### src/rtl/hazard_stall_unit_if.sv
// Hazard-unit bundle: pipeline status into the hazard controller, PC/pipeline-register control back out.
// The master modport is the pipeline side and the slave modport is the hazard unit.
interface hazard_stall_unit_if;
    logic [4:0] IFID_rs_i;
    logic [4:0] IFID_rt_i;
    logic [4:0] IDEX_rt_i;
    logic       IDEX_MemRead_i;
    logic       branch_taken_i;
    logic       imem_ready_i;
    logic       dmem_req_i;
    logic       dmem_ready_i;
    logic       PC_Write_o;
    logic       IFID_Write_o;
    logic       IFID_Flush_o;
    logic       IDEX_Flush_o;
    logic       EXMEM_Flush_o;
    logic       pipe_hold_o;
    logic       timeout_o;
    logic [1:0] state_o;

    modport master (
        output IFID_rs_i, IFID_rt_i, IDEX_rt_i, IDEX_MemRead_i, branch_taken_i,
               imem_ready_i, dmem_req_i, dmem_ready_i,
        input  PC_Write_o, IFID_Write_o, IFID_Flush_o, IDEX_Flush_o, EXMEM_Flush_o,
               pipe_hold_o, timeout_o, state_o
    );

    modport slave (
        input  IFID_rs_i, IFID_rt_i, IDEX_rt_i, IDEX_MemRead_i, branch_taken_i,
               imem_ready_i, dmem_req_i, dmem_ready_i,
        output PC_Write_o, IFID_Write_o, IFID_Flush_o, IDEX_Flush_o, EXMEM_Flush_o,
               pipe_hold_o, timeout_o, state_o
    );
endinterface

### src/rtl/hazard_stall_unit.sv
// MIPS 5-stage hazard controller: load-use stalls, branch flushes, imem/dmem wait freezes; HAZARD_PERF_CNT_EN adds stall_cnt_o.
// Control outputs are combinational (same cycle); state, counters and timeout are registered. Stalls themselves are the backpressure.
module hazard_stall_unit #(
    parameter int FLUSH_EXTRA  = 0,
    parameter int WAIT_TIMEOUT = 255
) (
    input  logic               clk_i,
    input  logic               rst_i,
    hazard_stall_unit_if.slave hz
`ifdef HAZARD_PERF_CNT_EN
    ,
    output logic [31:0]        stall_cnt_o
`endif
);
    typedef enum logic [1:0] {
        RUN   = 2'd0,
        FLUSH = 2'd1,
        IWAIT = 2'd2,
        DWAIT = 2'd3
    } state_t;

    localparam logic [15:0] WT = 16'(WAIT_TIMEOUT);
    localparam logic [3:0]  FX = 4'(FLUSH_EXTRA);

    state_t      state, state_nxt;
    logic [3:0]  flush_cnt, flush_cnt_nxt;
    logic [15:0] wait_cnt;
    logic [16:0] wait_cnt_inc;
    logic        timeout;
    logic        in_wait;
    logic        lu, dmiss;
    logic        freeze, rules;
    logic        pc_write, ifid_write, ifid_flush, idex_flush, exmem_flush, hold;

    assign lu = hz.IDEX_MemRead_i && (hz.IDEX_rt_i != 5'd0) &&
                ((hz.IDEX_rt_i == hz.IFID_rs_i) || (hz.IDEX_rt_i == hz.IFID_rt_i));
    assign dmiss        = hz.dmem_req_i && !hz.dmem_ready_i;
    assign in_wait      = (state == IWAIT) || (state == DWAIT);
    assign wait_cnt_inc = {1'b0, wait_cnt} + 17'd1;

    always_comb begin
        pc_write      = 1'b1;
        ifid_write    = 1'b1;
        ifid_flush    = 1'b0;
        idex_flush    = 1'b0;
        exmem_flush   = 1'b0;
        hold          = 1'b0;
        state_nxt     = RUN;
        flush_cnt_nxt = flush_cnt;
        freeze        = 1'b0;
        rules         = 1'b0;

        case (state)
            DWAIT: begin
                if (!hz.dmem_ready_i) freeze = 1'b1;
                else                  rules  = 1'b1;
            end
            FLUSH: begin
                if (dmiss) begin
                    freeze = 1'b1;
                end else begin
                    ifid_flush    = 1'b1;
                    flush_cnt_nxt = flush_cnt - 4'd1;
                    state_nxt     = (flush_cnt <= 4'd1) ? RUN : FLUSH;
                end
            end
            default: begin
                if (dmiss) freeze = 1'b1;
                else       rules  = 1'b1;
            end
        endcase

        if (freeze) begin
            pc_write   = 1'b0;
            ifid_write = 1'b0;
            hold       = 1'b1;
            state_nxt  = DWAIT;
        end

        // Branch beats imem wait beats load-use; a taken branch always reloads the PC.
        if (rules) begin
            if (hz.branch_taken_i) begin
                ifid_flush    = 1'b1;
                idex_flush    = 1'b1;
                exmem_flush   = 1'b1;
                flush_cnt_nxt = FX;
                state_nxt     = (FX != 4'd0) ? FLUSH : RUN;
            end else if (!hz.imem_ready_i) begin
                pc_write   = 1'b0;
                ifid_flush = 1'b1;
                state_nxt  = IWAIT;
            end else if (lu) begin
                pc_write   = 1'b0;
                ifid_write = 1'b0;
                idex_flush = 1'b1;
                state_nxt  = RUN;
            end
        end

        if (!rst_i) begin
            pc_write    = 1'b0;
            ifid_write  = 1'b0;
            ifid_flush  = 1'b0;
            idex_flush  = 1'b0;
            exmem_flush = 1'b0;
            hold        = 1'b0;
        end
    end

    always_ff @(posedge clk_i or negedge rst_i) begin
        if (!rst_i) begin
            state     <= RUN;
            flush_cnt <= 4'd0;
            wait_cnt  <= 16'd0;
            timeout   <= 1'b0;
        end else begin
            state     <= state_nxt;
            flush_cnt <= flush_cnt_nxt;
            if (in_wait && (wait_cnt_inc >= {1'b0, WT}))
                timeout <= 1'b1;
            // Saturates at the threshold so the sticky flag never depends on wrap.
            if ((state_nxt == RUN) || (state_nxt == FLUSH))
                wait_cnt <= 16'd0;
            else if (in_wait && (wait_cnt != WT))
                wait_cnt <= wait_cnt_inc[15:0];
        end
    end

`ifdef HAZARD_PERF_CNT_EN
    always_ff @(posedge clk_i or negedge rst_i) begin
        if (!rst_i)
            stall_cnt_o <= 32'd0;
        else if (!pc_write)
            stall_cnt_o <= stall_cnt_o + 32'd1;
    end
`endif

    assign hz.PC_Write_o    = pc_write;
    assign hz.IFID_Write_o  = ifid_write;
    assign hz.IFID_Flush_o  = ifid_flush;
    assign hz.IDEX_Flush_o  = idex_flush;
    assign hz.EXMEM_Flush_o = exmem_flush;
    assign hz.pipe_hold_o   = hold;
    assign hz.timeout_o     = timeout;
    assign hz.state_o       = state;
endmodule
### src/flat_wrapper.sv
// flat-port wrapper written by rule: the top's interface ports become plain ports
module hazard_stall_unit_flat 
#(
    parameter int FLUSH_EXTRA  = 0,
    parameter int WAIT_TIMEOUT = 255
)
  (clk_i, rst_i, hz_IFID_rs_i, hz_IFID_rt_i, hz_IDEX_rt_i, hz_IDEX_MemRead_i, hz_branch_taken_i, hz_imem_ready_i, hz_dmem_req_i, hz_dmem_ready_i, hz_PC_Write_o, hz_IFID_Write_o, hz_IFID_Flush_o, hz_IDEX_Flush_o, hz_EXMEM_Flush_o, hz_pipe_hold_o, hz_timeout_o, hz_state_o);
  hazard_stall_unit_if hz_i ();
  input  logic clk_i;
  input  logic rst_i;
  input wire logic [$bits(hz_i.IFID_rs_i)-1:0] hz_IFID_rs_i;
  input wire logic [$bits(hz_i.IFID_rt_i)-1:0] hz_IFID_rt_i;
  input wire logic [$bits(hz_i.IDEX_rt_i)-1:0] hz_IDEX_rt_i;
  input wire logic [$bits(hz_i.IDEX_MemRead_i)-1:0] hz_IDEX_MemRead_i;
  input wire logic [$bits(hz_i.branch_taken_i)-1:0] hz_branch_taken_i;
  input wire logic [$bits(hz_i.imem_ready_i)-1:0] hz_imem_ready_i;
  input wire logic [$bits(hz_i.dmem_req_i)-1:0] hz_dmem_req_i;
  input wire logic [$bits(hz_i.dmem_ready_i)-1:0] hz_dmem_ready_i;
  output wire logic [$bits(hz_i.PC_Write_o)-1:0] hz_PC_Write_o;
  output wire logic [$bits(hz_i.IFID_Write_o)-1:0] hz_IFID_Write_o;
  output wire logic [$bits(hz_i.IFID_Flush_o)-1:0] hz_IFID_Flush_o;
  output wire logic [$bits(hz_i.IDEX_Flush_o)-1:0] hz_IDEX_Flush_o;
  output wire logic [$bits(hz_i.EXMEM_Flush_o)-1:0] hz_EXMEM_Flush_o;
  output wire logic [$bits(hz_i.pipe_hold_o)-1:0] hz_pipe_hold_o;
  output wire logic [$bits(hz_i.timeout_o)-1:0] hz_timeout_o;
  output wire logic [$bits(hz_i.state_o)-1:0] hz_state_o;
  assign hz_i.IFID_rs_i = hz_IFID_rs_i;
  assign hz_i.IFID_rt_i = hz_IFID_rt_i;
  assign hz_i.IDEX_rt_i = hz_IDEX_rt_i;
  assign hz_i.IDEX_MemRead_i = hz_IDEX_MemRead_i;
  assign hz_i.branch_taken_i = hz_branch_taken_i;
  assign hz_i.imem_ready_i = hz_imem_ready_i;
  assign hz_i.dmem_req_i = hz_dmem_req_i;
  assign hz_i.dmem_ready_i = hz_dmem_ready_i;
  assign hz_PC_Write_o = hz_i.PC_Write_o;
  assign hz_IFID_Write_o = hz_i.IFID_Write_o;
  assign hz_IFID_Flush_o = hz_i.IFID_Flush_o;
  assign hz_IDEX_Flush_o = hz_i.IDEX_Flush_o;
  assign hz_EXMEM_Flush_o = hz_i.EXMEM_Flush_o;
  assign hz_pipe_hold_o = hz_i.pipe_hold_o;
  assign hz_timeout_o = hz_i.timeout_o;
  assign hz_state_o = hz_i.state_o;
  hazard_stall_unit #(.FLUSH_EXTRA(FLUSH_EXTRA), .WAIT_TIMEOUT(WAIT_TIMEOUT)) u_core (.clk_i(clk_i), .rst_i(rst_i), .hz(hz_i));
endmodule
### config.mk
export PLATFORM = sky130hd
export DESIGN_NAME = hazard_stall_unit_flat
export DESIGN_NICKNAME = d
export VERILOG_FILES = /design/src/rtl/hazard_stall_unit_if.sv /design/src/rtl/hazard_stall_unit.sv /design/src/flat_wrapper.sv
export SDC_FILE = /design/constraint.sdc
export NUM_CORES = 1
export LEC_CHECK = 0
export CORE_MARGIN = 3
export CORE_UTILIZATION = 30
export DETAILED_ROUTE_END_ITERATION = 6
export SYNTH_ARGS = -nofsm -noshare
export SYNTH_HDL_FRONTEND = slang
export SYNTH_SLANG_ARGS = --single-unit
### constraint.sdc
create_clock -name clk_i -period 2.5 [get_ports clk_i]
set_input_delay 0.5 -clock clk_i [delete_from_list [all_inputs] [get_ports clk_i]]
set_output_delay 0.5 -clock clk_i [all_outputs]
set_load 0.03 [all_outputs]
**Yosys cells after proc, flatten, opt, wreduce, memory -nomap -nowiden**

Index checks and enable logic that the tools add are counted.

- Input port bits: 22
- Output and inout port bits: 9
- Word-level logic and storage cells: 72
- Register bits: 23

- Multiplexer cells: 45
- Reduce and logical (&&, ||, !) cells: 12
- Equal/unequal tests: 7
- Add/sub/neg operators: 2
- Magnitude comparators: 2

Operators with widths:

| kind | number |
|---|---|
| 16-bit two-way mux | 2 |
| 1-bit two-way mux | 31 |
| 16-bit by 1-bit adder with 17-bit output (second input constant) | 1 |
| 17-bit by 8-bit >= comparator with 1-bit output (second input constant) | 1 |
| 4-bit two-way mux | 4 |
| 16-bit by 8-bit != test with 1-bit output (second input constant) | 1 |
| 2-bit two-way mux | 7 |
| 5-bit equality test | 2 |
| 1-bit logical AND | 5 |
| 5-bit nonzero test | 1 |
| 2-bit by 1-bit equality test with 1-bit output (second input constant) | 2 |
| 2-bit equality test (second input constant) | 2 |
| 4-bit by 1-bit less-or-equal comparator with 1-bit output (second input constant) | 1 |
| 4-bit by 1-bit subtractor with 4-bit output (second input constant) | 1 |
| 1-bit logical OR | 3 |
| 2-bit logical NOT | 1 |
| 1-bit case mux with 2 select lines | 1 |
| 2-bit nonzero test | 1 |
| 1-bit logical NOT | 1 |

**Logic depth before layout (Yosys ltp)**

Gate-level depths: netlist (run 1).

- Word-level depth: 12
- Mapped depth: 7
- Gate-level depth less buffers: 6

**Worst setup path before layout (run 1)**

No wires, ideal clock.

- Path kind: input-to-output
- Start: input port hz_IDEX_rt_i[0]
- End: output port hz_IFID_Write_o
- Setup slack: 198 ps
- Cell stages on the path: 4
- Arrival time: 1802 ps
- Buffers on the path: 0
- Cell sequence: or4_1 o21ai_0 nor4b_1 a21oi_1

- Longest elaborated chain between the ends: 8
- Elaborated cells on any way between the ends: 11
- Those cells by class: eq/ne: 2; mux: 5; reduce/logical: 4

RTL lines:

| what | RTL line | RTL |
|---|---|---|
| from (decl) | flat_wrapper.sv:13 | `input wire logic [$bits(hz_i.IDEX_rt_i)-1:0] hz_IDEX_rt_i;` |
| 5-bit equality test or 5-bit nonzero test (tied branches) | hazard_stall_unit.sv:36, hazard_stall_unit.sv:35 |  |
| 1-bit logical OR or 1-bit logical AND (tied branches) | hazard_stall_unit.sv:36, hazard_stall_unit.sv:35 |  |
| 1-bit logical AND * | hazard_stall_unit.sv:35 | `assign lu = hz.IDEX_MemRead_i && (hz.IDEX_rt_i != 5'd0) &&` |
| 1-bit two-way mux * | hazard_stall_unit.sv:92 | `end else if (lu) begin` |
| 1-bit two-way mux * | hazard_stall_unit.sv:88 | `end else if (!hz.imem_ready_i) begin` |
| 1-bit two-way mux * | hazard_stall_unit.sv:82 | `if (hz.branch_taken_i) begin` |
| 1-bit two-way mux * | hazard_stall_unit.sv:81 | `if (rules) begin` |
| 1-bit two-way mux * | hazard_stall_unit.sv:100 | `if (!rst_i) begin` |
| to (decl) | flat_wrapper.sv:20 | `output wire logic [$bits(hz_i.IFID_Write_o)-1:0] hz_IFID_Write_o;` |

Every way passes the cells marked *; elsewhere a longest branch is shown, timed or not.

**Final worst setup path (run 1)**

- Start: input port hz_IFID_rt_i[0]
- End: output port hz_IDEX_Flush_o

- Longest elaborated chain between the ends: 8

RTL lines:

| what | RTL line | RTL |
|---|---|---|
| from (decl) | flat_wrapper.sv:12 | `input wire logic [$bits(hz_i.IFID_rt_i)-1:0] hz_IFID_rt_i;` |
| 5-bit equality test | hazard_stall_unit.sv:36 | `((hz.IDEX_rt_i == hz.IFID_rs_i) \|\| (hz.IDEX_rt_i == hz.IFID_rt_i));` |
| 1-bit logical OR | hazard_stall_unit.sv:36 |  |
| 1-bit logical AND | hazard_stall_unit.sv:35 |  |
| 1-bit two-way mux | hazard_stall_unit.sv:92 |  |
| 1-bit two-way mux | hazard_stall_unit.sv:88 |  |
| 1-bit two-way mux | hazard_stall_unit.sv:82 |  |
| 1-bit two-way mux | hazard_stall_unit.sv:81 |  |
| 1-bit two-way mux | hazard_stall_unit.sv:100 |  |
| to (decl) | flat_wrapper.sv:22 | `output wire logic [$bits(hz_i.IDEX_Flush_o)-1:0] hz_IDEX_Flush_o;` |

No other way between the ends.

==> flow_summary.toml, run 1 <==
[floorplan]
io_pins = 31
core.rowCount = 26
die_area_um2 = 6688
die-height_um = 81.78
initial_core_util = 0.3229
die_x_um = 81.78
core_area_um2 = 5335

[logic_synthesis]
synth_top_family_by_area = "simple AND/OR/NAND/NOR gates"
synthFlopType = "dfrtp_1"
syn_nets = 219
ys_seq_area_frac = 0.3341
async_flop_share = 1.000
synth_cell_type_count = 44
yosysTopAreaCell = "dfrtp_1"
synth-adder-area-share = 0.02905
ys_top_cells_by_area = "dfrtp_1 33%, nor2_1 7.0%, xnor2_1 6.1%, xor2_1 6.1%, xnor2_2 3.8%"
synth-simple-area-share = 0.2840
postSynthAreaPerCell_um2 = 8.927
synth_compound_area_frac = 0.1249
syn-cell-area_um2 = 1723
yosysWarningCount = 0
synthXorXnorAreaFrac = 0.1598
synth_edf_count = 0
muxShareOfSynthArea = 0
yosysTopAreaCellShare = 0.3341
synth-seq-cells = 23
netlist_instances = 193

[layout]
syn_to_final_growth_pct = 25.78
final_cell_mix = "32 x nor2_1, 23 x dfrtp_1, 16 x clkdlybuf4s50_1"
n_antenna_cell = 0
instances_no_fill = 297
fin_nets = 254
drive_gt1_frac = 0.1938
final_util = 0.4062
layout_commonest_cell = "nor2_1"

[timing]
whs_ns = 0.5428
post-route-period-util = 0.9760
fmax_mhz = 409.8
hold_viol = 0
slew_viol_final = 0
finalClockSkew_ns = 0.01059
worst_pin_slew_ns = 0.3531
finalCriticalPeriod_ns = 2.440
fin_ws_ns = 0.05994
setup_viol = 0
slew-limit-headroom = 0.7638
final.setup.tns_ns = 0

[placement]
dp_slack_ns = -0.1834
portBuffers = 30
gp_congestion = 0.7903
place_inst = 293
dpl.hpwl_um = 3029

[worst_setup_path]
crit_family = "buffers and inverters"
crit_arrival_ns = 1.94
slowest_delay_ns = 0.42
setup.worst_path.end_class = "primary output"
worst_path_max_delay_cell = "clkdlybuf4s50_1"
cp_max_fo = 2
critPathLaunchType = "primary input"
crit_type = "in -> out"
worstPathCellList = "clkdlybuf4s50_1 -> xor2_1 -> nor3_2 -> a22oi_2 -> nor4b_4 -> o21a_1 -> buf_6"
path_buf_inv = 2
worst_ep_required_time_ns = 2.00

[detailed_routing]
routed_wl_um = 3940
drt-met1-wl_um = 1877
drc_errors = 0
wl_met3_um = 258
wl_met2_um = 1758
drt_iter0_drc = 77
firstDrtPassIters = 4
vias = 1446
wire_per_inst_um = 13.27
vias_per_cell = 4.869
top_layer_used = "met4"
ant_nets = 0

[grt]
grt_pass1_wl_um = 6706
grt_antenna_before_repair = 0
grt_overflow = 0
grt_pass1_vias = 1423
gr-usage-all-layers = 0.1308
grt_max_degree = 24

[power]
combPwrFrac = 0.334
seqPwrFrac = 0.437
pwr-share-clk = 0.229
ir_drop_mv = 0.3469
internal-power_mw = 0.6760
p_leak_nw = 0.8513
switchingPower_mw = 0.3488
powerDensity_nw_per_um2 = 472.9
switching_share = 0.3404

[cts]
clkTransAtPathRegs_ns = 0.08
cts_buffer_depth = 2
cts-root-buf = "clkbuf_8"
cts_buffers = 3
cts_tree = "yes"
clock_sinks = 23
clock_latency_ns = 0.27
cts_hold_buffers = 0
htreeDepth = 1
cts_setup_buffers = 0

[min_path]
min_path_type = "reg -> reg"

[flow_run]
drv_cap = 0

[outcome]
outcome = "completed"
[cell families after synthesis]
kind of cell,count (synthesis)
AOI/OAI and AO/OA,31
adders and majority gates,4
buffers and inverters,18
and+or+nand+nor,89
xor gates and xnor gates,28
DFF,23
[power groups by stage]
stage               registers (mW)  clock network (mW)  logic, mW
detailed placement           0.453                   0      0.338
floorplan                    0.462                   0      0.207
CTS                          0.447               0.247      0.338
global placement             0.453                   0      0.334
finish                       0.448               0.235      0.342
global route                 0.454               0.271      0.382
[flip-flops by register name, indices dropped and copies added, names as in the netlist]
register	flops
u_core.hz.timeout_o	1
u_core.wait_cnt	16
u_core.flush_cnt	4
u_core.hz.state_o	2
[routing by layer]
metal  global-route usage  vias to the layer above
met3              0.04386                        5
li1                     -                      730
met4              0.03987                        0
met2               0.2092                       35
met5                    0                        -
met1               0.1662                      676
[synthesized netlist by cell type, drive strengths merged (2+ instances only)]
cell type	count
o21ai	8
or4	3
a21oi	10
buf	9
dfrtp	23
and3	2
ha	4
or2	2
nand3	5
or3	6
nor2	34
nor3	14
o31ai	2
nand4	5
xnor2	16
xor2	12
o2111ai	3
inv	9
nand2	12
[area by class of cell]
cell class | count | area (um2)
clock buffers | 4 | 45.04
fillers | 556 | 3168
inverters | 9 | 33.78
multi-input cells | 152 | 1075
flip-flops and latches | 23 | 575.6
well taps | 70 | 87.58
repair buffers | 39 | 350.3
[worst paths after layout]
check | start | to | slack, ns | cells past startpoint
setup / recovery | hz_IFID_rt_i[0] | hz_IDEX_Flush_o | 0.06 | 7
hold / removal | u_core.flush_cnt[3] | u_core.hz.state_o[0] | 0.54 | 2
setup reg to reg | u_core.wait_cnt[11] | u_core.wait_cnt[5] | 0.43 | 6
hold reg to reg | u_core.flush_cnt[3] | u_core.hz.state_o[0] | 0.54 | 2
max in group asynchronous | rst_i | u_core.wait_cnt[9] | 1.47 | 2
min in group asynchronous | rst_i | u_core.wait_cnt[13] | 0.78 | 2
[through the flow]
| stage | instance area [um2] | power (mW) |
|---|---|---|
| after floorplan | 1723 | 0.6687 |
| after global placement | 2079 | 0.7875 |
| after detailed placement | 2079 | 0.7918 |
| after CTS | 2130 | 1.032 |
| after global routing | 2167 | 1.107 |
| final | 2167 | 1.025 |
[worst reg2reg max path, cell delays in order, from the launching register on]
cell and delay, ns:
dfrtp_1 0.49, or4_1 0.62, o41ai_4 0.23, buf_4 0.30, nor3_1 0.13, xnor2_2 0.14
nor2_1 0.05
[repair_timing]
item,4_1_cts,5_1_grt
pin swaps,4,6
setup endpoints to repair,3,3
resized for setup,11,8
Power figures use the tool's default switching activity.
==> inputs of run 2 (changes only) <==
Settings changed: GPL_TIMING_DRIVEN set to 0, REMOVE_ABC_BUFFERS set to 1.
==> run 2 against run 1 <==
Net effect:
- fmax down 1.1%
- via count down 1.1%
- register-to-register slack worse by 0.28 ns
- largest power group unchanged
==> flow_summary.toml, run 2 (synthesis gave the netlist of run 1 again) <==
[outcome]
outcome = "completed"

[placement]
gp_congestion = 0.7944
dpl.hpwl_um = 2626
portBuffers = 30
place_area_um2 = 2027

[power]
power_mw = 1.005
p_leak_nw = 0.8449
powerDensity_nw_per_um2 = 475.5
ir_drop_mv = 0.2840

[grt]
grt_max_degree = 27
grt_pass1_vias = 1377
grt_antenna_before_repair = 0
grt_overflow = 0
gr-usage-all-layers = 0.1224
grt_pass1_wl_um = 6617

[worst_setup_path]
r2r-end = "u_core.wait_cnt[15]"
ff2ff_setup_slack_ns = 0.15
crit_type = "in -> out"
r2r_start = "u_core.wait_cnt[11]"
critPathLaunchType = "primary input"
cp_max_fo = 3
worst_ep_required_time_ns = 2.00
crit_arrival_ns = 1.97
rr_worst_depth = 5
setup.worst_path.end_class = "primary output"

[layout]
n_antenna_cell = 0
regArea_um2 = 575.6
largest_reg_flops = 16
fin_nets = 246
fillerInstances = 568
layout_commonest_cell = "nor2_1"
final_util = 0.3963
drive_gt1_frac = 0.1598
final_cell_mix = "32 x nor2_1, 23 x dfrtp_1"
syn_to_final_growth_pct = 22.73
multiInputGateArea_um2 = 1086
fin_area_um2 = 2115
largest-register = "u_core.wait_cnt"

[cts]
cts_hold_buffers = 0
cts_buffers = 3
htreeDepth = 1
cts-root-buf = "clkbuf_8"
clock_sinks = 23
cts_buffer_depth = 2
cts_setup_buffers = 0
cts_tree = "yes"
clock_latency_ns = 0.27
clkTransAtPathRegs_ns = 0.08

[detailed_routing]
ant_nets = 0
vias_per_cell = 4.948
drt_iter0_drc = 107
drc_errors = 0
firstDrtPassIters = 4
vias = 1430
routed_wl_um = 3789
wire_per_inst_um = 13.11

[timing]
finalCriticalPeriod_ns = 2.468
post-route-period-util = 0.9871
fmax_mhz = 405.2
worst_pin_slew_ns = 0.7813
slew_viol_final = 0
finalClockSkew_ns = 0.004710
rsz0062_at_grt = "yes"
hold_viol = 0
whs_ns = 0.2166
setup_viol = 0
slew-limit-headroom = 0.4774

[floorplan]
io_pins = 31
die_area_um2 = 6688
core_area_um2 = 5335
initial_core_util = 0.3229
core.rowCount = 26
die_x_um = 81.78
die-height_um = 81.78

[flow_run]
drv_cap = 0

[min_path]
min_path_type = "in -> async"
## run 2: cell types whose count changed in the layout (fill, tap and decap cells not counted), sizes merged
cell,previous run,this run
buf,15,3
clkbuf,4,5
clkdlybuf4s50,16,12
clkinv,0,1
dlygate4sd2,7,8
dlymetal6s2s,1,5
o41ai,1,2
## run 2: timing repair
| action | in CTS | in global routing |
|---|---|---|
| cloned | 1 | 0 |
| gates resized for setup | 40 | 8 |
| pin swaps | 6 | 6 |
| setup endpoints to repair | 21 | 6 |
## run 2: worst max-delay path by stage
stage / start / end / slack, ns
6_report: hz_IDEX_rt_i[0] / hz_IFID_Write_o / 0.03
4_1_cts: hz_IFID_rs_i[0] / hz_IFID_Write_o / 0.02
3_3_place_gp: rst_i / hz_EXMEM_Flush_o / -0.91
3_5_place_dp: rst_i / hz_EXMEM_Flush_o / -0.96
5_1_grt: hz_dmem_req_i / hz_IFID_Write_o / -0.04
2_1_floorplan: hz_IDEX_rt_i[0] / hz_IFID_Write_o / 0.20
## run 2: final cells by class
cell class | instances | area share
clock inverter | 1 | 0.002367
timing repair buffer | 30 | 0.1349
multi-input combinational | 153 | 0.5136
inverter | 9 | 0.01598
sequential | 23 | 0.2722
clock buffer | 3 | 0.01953
tap | 70 | 0.04142
## run 2: routing by layer
layer  wire length [um]  global-route usage  vias up
met4                  8            0.009967        0
li1                   -                   -      725
met2               1600              0.1769       31
met3                233             0.03728        3
met1               1947              0.1848      671
met5                  0                   0        -
## run 2: worst max-delay path, stage by stage
cell and delay (ns):
dlygate4sd2_1 0.27, or4_4 0.54, o21ai_2 0.18, nor4b_2 0.07
a21oi_1 0.21, buf_4 0.19
## run 2: where the power goes
group	switching [mW]	total, mW	internal (mW)	leakage (nW)
Combinational	0.185	0.319	0.134	0.506
Sequential	0.0429	0.452	0.410	0.314
Clock	0.122	0.234	0.111	0.0255
Total	0.351	1.01	0.655	0.845
## run 2: metrics by stage
stage,worst slack [ns],TNS [ns],instances
2_1_floorplan,0.1984,0,184
3_3_place_gp,-0.9148,-5.578,284
3_5_place_dp,-0.9605,-5.841,284
4_1_cts,0.01646,0,289
5_1_grt,-0.04473,-0.08996,289
6_report,0.03217,0,289
